==> src/rtl/fetch_stage_pkg.sv <==
// Shared LC-3b pipeline types used by the fetch stage: FSM encoding and NOP word.
// Optional skid buffer is selected with `define FETCH_SKID_EN.
package lc3b_types;

    typedef enum logic [1:0] {
        IDLE,
        FETCH,
        DRAIN,
        SKID
    } fetch_state_t;

    localparam logic [15:0] NOP_INSTR = 16'h0000;
    localparam logic [15:0] PC_STEP   = 16'd2;

    // Instructions are halfword aligned; bit 0 of any target is discarded.
    function automatic logic [15:0] align_pc(input logic [15:0] addr);
        return addr & 16'hFFFE;
    endfunction

endpackage

==> src/rtl/fetch_stage_ctrl.sv <==
// Fetch FSM: sequences the icache handshake and produces PC / IF-ID / skid load enables.
// Skid handling (SKID state) is present only when FETCH_SKID_EN is defined.
module fetch_ctrl
    import lc3b_types::*;
(
    input  logic clk,
    input  logic reset_n,
    input  logic icache_resp,
    input  logic stall,
    input  logic redirect,
    output logic icache_read,
    output logic drain_sel,
    output logic drain_addr_load,
    output logic pc_inc,
    output logic pc_redirect,
    output logic ifid_word,
    output logic ifid_bubble
`ifdef FETCH_SKID_EN
    ,
    output logic skid_load,
    output logic pc_from_skid,
    output logic ifid_skid
`endif
);

    fetch_state_t state, state_next;

    always_ff @(posedge clk) begin
        if (!reset_n) state <= IDLE;
        else          state <= state_next;
    end

    always_comb begin
        state_next      = state;
        icache_read     = 1'b0;
        drain_sel       = 1'b0;
        drain_addr_load = 1'b0;
        pc_inc          = 1'b0;
        pc_redirect     = 1'b0;
        ifid_word       = 1'b0;
        ifid_bubble     = 1'b0;
`ifdef FETCH_SKID_EN
        skid_load       = 1'b0;
        pc_from_skid    = 1'b0;
        ifid_skid       = 1'b0;
`endif
        case (state)
            IDLE: begin
                pc_redirect = redirect;
                state_next  = FETCH;
            end
            FETCH: begin
                icache_read = 1'b1;
                if (redirect) begin
                    pc_redirect = 1'b1;
                    ifid_bubble = !stall;
                    // Request stays outstanding: remember its address and wait it out.
                    if (!icache_resp) begin
                        drain_addr_load = 1'b1;
                        state_next      = DRAIN;
                    end
                end else if (icache_resp) begin
                    if (!stall) begin
                        ifid_word = 1'b1;
                        pc_inc    = 1'b1;
                    end
`ifdef FETCH_SKID_EN
                    else begin
                        skid_load  = 1'b1;
                        state_next = SKID;
                    end
`endif
                end else begin
                    ifid_bubble = !stall;
                end
            end
            DRAIN: begin
                icache_read = 1'b1;
                drain_sel   = 1'b1;
                pc_redirect = redirect;
                ifid_bubble = !stall;
                if (icache_resp) state_next = FETCH;
            end
`ifdef FETCH_SKID_EN
            SKID: begin
                if (redirect) begin
                    pc_redirect = 1'b1;
                    ifid_bubble = !stall;
                    state_next  = FETCH;
                end else if (!stall) begin
                    ifid_skid    = 1'b1;
                    pc_from_skid = 1'b1;
                    state_next   = FETCH;
                end
            end
`endif
            default: state_next = IDLE;
        endcase
    end

endmodule

==> src/rtl/fetch_stage.sv <==
// LC-3b instruction-fetch stage: PC, icache request, IF/ID pipeline register.
// `define FETCH_SKID_EN adds a one-entry skid buffer for words returned during stall.
module fetch_stage
    import lc3b_types::*;
#(
    parameter logic [15:0] RESET_PC = 16'h0000
) (
    input  logic        clk,
    input  logic        reset_n,
    output logic        icache_read,
    output logic [15:0] icache_address,
    input  logic        icache_resp,
    input  logic [15:0] icache_rdata,
    input  logic        stall,
    input  logic        squash_ID,
    input  logic        redirect,
    input  logic [15:0] redirect_pc,
    output logic [15:0] IF_ID_ir,
    output logic [15:0] IF_ID_pc,
    output logic        IF_ID_valid
);

    logic [15:0] pc, drain_addr, ir_q, ifpc_q;
    logic        valid_q;
    logic        drain_sel, drain_addr_load, pc_inc, pc_redirect, ifid_word, ifid_bubble;
`ifdef FETCH_SKID_EN
    logic [15:0] skid_ir, skid_pc;
    logic        skid_load, pc_from_skid, ifid_skid;
`endif

    fetch_ctrl u_ctrl (
        .clk             (clk),
        .reset_n         (reset_n),
        .icache_resp     (icache_resp),
        .stall           (stall),
        .redirect        (redirect),
        .icache_read     (icache_read),
        .drain_sel       (drain_sel),
        .drain_addr_load (drain_addr_load),
        .pc_inc          (pc_inc),
        .pc_redirect     (pc_redirect),
        .ifid_word       (ifid_word),
        .ifid_bubble     (ifid_bubble)
`ifdef FETCH_SKID_EN
        ,
        .skid_load       (skid_load),
        .pc_from_skid    (pc_from_skid),
        .ifid_skid       (ifid_skid)
`endif
    );

    always_ff @(posedge clk) begin
        if (!reset_n) begin
            pc         <= RESET_PC;
            drain_addr <= RESET_PC;
            ir_q       <= NOP_INSTR;
            ifpc_q     <= '0;
            valid_q    <= 1'b0;
        end else begin
            if (pc_redirect)  pc <= align_pc(redirect_pc);
            else if (pc_inc)  pc <= pc + PC_STEP;
`ifdef FETCH_SKID_EN
            else if (pc_from_skid) pc <= skid_pc + PC_STEP;
`endif
            if (drain_addr_load) drain_addr <= pc;

            if (ifid_word) begin
                ir_q    <= icache_rdata;
                ifpc_q  <= pc + PC_STEP;
                valid_q <= 1'b1;
            end else if (ifid_bubble) begin
                ir_q    <= NOP_INSTR;
                ifpc_q  <= '0;
                valid_q <= 1'b0;
            end
`ifdef FETCH_SKID_EN
            else if (ifid_skid) begin
                ir_q    <= skid_ir;
                ifpc_q  <= skid_pc + PC_STEP;
                valid_q <= 1'b1;
            end
`endif
        end
    end

`ifdef FETCH_SKID_EN
    always_ff @(posedge clk) begin
        if (!reset_n) begin
            skid_ir <= NOP_INSTR;
            skid_pc <= '0;
        end else if (skid_load) begin
            skid_ir <= icache_rdata;
            skid_pc <= pc;
        end
    end
`endif

    // After a redirect the PC already holds the target while the old request drains.
    assign icache_address = drain_sel ? drain_addr : pc;
    assign IF_ID_ir       = squash_ID ? NOP_INSTR : ir_q;
    assign IF_ID_pc       = ifpc_q;
    assign IF_ID_valid    = valid_q & ~squash_ID;

endmodule

==> config.mk <==
export PLATFORM = sky130hd
export DESIGN_NAME = fetch_stage
export DESIGN_NICKNAME = d
export VERILOG_FILES = /design/src/rtl/fetch_stage_pkg.sv /design/src/rtl/fetch_stage_ctrl.sv /design/src/rtl/fetch_stage.sv
export SDC_FILE = /design/constraint.sdc
export NUM_CORES = 1
export LEC_CHECK = 0
export ABC_AREA = 0
export CAP_MARGIN = 5
export CORE_MARGIN = 3
export CORE_UTILIZATION = 40
export DETAILED_ROUTE_END_ITERATION = 8
export PLACE_DENSITY = 0.72
export SYNTH_ARGS = -nofsm -noshare
export SYNTH_HDL_FRONTEND = slang
export SYNTH_HIERARCHICAL = 1
export SYNTH_SLANG_ARGS = --single-unit
==> constraint.sdc <==
create_clock -name clk -period 5.2 [get_ports clk]
set_input_delay 1.04 -clock clk [delete_from_list [all_inputs] [get_ports clk]]
set_output_delay 1.04 -clock clk [all_outputs]
set_load 0.02 [all_outputs]
==> metrics.yaml <==
status:
  status: "finished, final reports clean"
logic_synthesis:
  synthArstFlopShare: 0
  synth_area_um2: 3400
  synth.distinct_cells: 37
  ys_warn_count: 6
  ys.flop_type: "dfxtp_1"
  synth-edff-count: 0
  syn-mean-instance-area_um2: 9.07
  synth_seq_area_share: 0.377
  synth-seq-cells: 64
  netlist_instances: 375
drt:
  vias: 2686
  drtIter0Drc: 118
  post-route-drc-count: 0
  post_drt_wl_per_cell_um: 13.8
  vias_per_cell: 4.93
  wirelength_mm: 7.50
  ant_nets: 0
  firstDrtPassIters: 4
power:
  ir_worst_vdd_v: 0.000145
  power.leakage_nw: 1.50
  finalPower_w: 0.00135
  pwr_density_cell_nw_per_um2: 306
placement:
  numPortBuffers: 84
  placedCellCount: 530
  hpwl_mm: 5.44
  gp_congestion: 0.760
hold_path:
  hold_start: "IF_ID_pc[7]"
  holdPathStages: 2
  min_path_type: "reg -> reg"
critical_path:
  crit_required_ps: 4160
  r2r_slack_ps: 2830
  rr_startpoint: "u_ctrl/state[1]"
  path_class: "in -> out"
  end_kind: "primary output"
  arrival_ps: 2570
  worst-path-max-fanout: 17
  critPathLaunch: "squash_ID"
  reg2reg_depth: 9
  cp-start-kind: "input port"
floorplan:
  die-area_um2: 9640
  core_area_um2: 7970
  placement_rows: 32
  die_y_um: 98.2
  die_x_um: 98.2
  ios: 88
  start_util: 0.427
global_route:
  antenna_found_initial: 0
  grt_pass1_wl_mm: 12.7
  grtUsageTotal: 0.159
  grt_overflow_total: 0
  grt_pass1_vias: 2632
  grt_max_degree: 49
final_layout:
  drive_above_1_share: 0.115
  layout.nets: 483
  utilization: 0.555
  final_common_cell: "clkdlybuf4s50_1"
  num-fill-cells: 753
  antenna_cells: 0
  syn2layout_area_growth_pct: 30.1
  most-common-layout-cells: "clkdlybuf4s50_1, dfxtp_1, nor2b_1"
  layout.cells.non_filler: 545
clock_tree:
  cts_buffers: 9
  clockBufferDepth: 2
  clock_latency_ps: 330
  cts-root-buf: "clkbuf_8"
  cts.sinks: 64
  tritoncts: "yes"
  clk_pin_slew_ps: 60
  post-cts-setup-buffers: 0
  htree_num_levels: 3
  ctsResizeCount: 0
  hold_buffers: 0
sta:
  period_share: 0.695
  fmax_mhz: 277
  rsz0062_at_grt: "false"
  hold_slack_ps: 455
  fin_crit_ps: 3610
  setup_tns_ps: 0
  drv_slew: 0
  max_slew_margin: 0.483
  clock_skew_ps: 5.46
  setup_viol: 0
  tightest_slew_ps: 776
  final-hold-violation-count: 0
run:
  maxCapViolations: 0
==> layout make-up <==
cell class | count | area (µm²) | area share
Tap cell | 102 | 128 | 0.0289
Multi-Input combinational cell | 270 | 1930 | 0.437
Clock inverter | 4 | 45.0 | 0.0102
Inverter | 6 | 22.5 | 0.00509
Sequential cell | 64 | 1280 | 0.290
Timing Repair Buffer | 88 | 871 | 0.197
Clock buffer | 11 | 141 | 0.0320
==> synth_stat cells, types with 3 or more instances <==
cell type   n  area [µm²]
buf_2      11        55.1
o21ai_0    19        95.1
nand3_1     6        30.0
mux2i_1    17         170
and2_1      4        25.0
nand2_1    23        86.3
nor3_2      5        50.1
dfxtp_1    64        1280
inv_1       6        22.5
xnor2_1    21         184
ha_1        6        75.1
nor2_1      6        22.5
nor3_1      3        15.0
o21ai_1     7        35.0
mux2_2     14         158
a21oi_1    33         165
buf_4       5        37.5
nor3b_1    22         165
nor4_2      5        62.6
clkbuf_1   17        63.8
nor2b_1    56         350
xor2_1      6        52.6
==> path summary, 6_finish.rpt <==
path / end
setup / recovery: IF_ID_ir[13]
hold / removal: IF_ID_pc[7]
setup reg to reg: pc[3]
hold reg to reg: IF_ID_pc[7]
==> state kept, by name, summed over array words and instances, names as in the netlist <==
name / cells
IF_ID_pc: 15
pc: 15
valid_q: 1
ir_q: 16
u_ctrl/state: 2
drain_addr: 15
==> where the power goes <==
group	internal [W]	leakage (nW)	switching, W
Sequential	0.000524	0.520	0.0000453
Clock	0.000230	0.0989	0.000180
Combinational	0.000184	0.881	0.000191
==> worst max-delay path, stage by stage <==
cell and delay (ps):
clkdlybuf4s50_1 690, nor2b_1 220, clkdlybuf4s50_1 620
==> kinds of logic (layout without fill, tap and decap cells) <==
family	count (synthesis)	in the layout	share of synthesized area
multiplexers	31	31	0.0964
flip-flops	64	64	0.377
AO/OA/AOI/OAI	63	63	0.0968
other	1	2	0.00110
XOR/XNOR	27	27	0.0696
buffers and inverters	42	109	0.0582
AND/OR/NAND/NOR	141	141	0.279
adder cells (fa/ha/maj)	6	6	0.0221
==> per-layer routing <==
metal,up-vias,share of wire,track usage
li1,1379,-,-
met1,1234,0.47,0.211
met3,5,0.045,0.0329
met5,-,0,0
met2,68,0.48,0.254
met4,0,0.0084,0.0578
==> per-stage QoR <==
stage	setup WS [ps]	cell area, µm²
global route	1480	4420
global placement	1600	4240
detailed placement	1560	4240
finish	1590	4420
CTS	1560	4420
floorplan	2540	3400
Note: power is estimated with default switching activity, not from simulation.
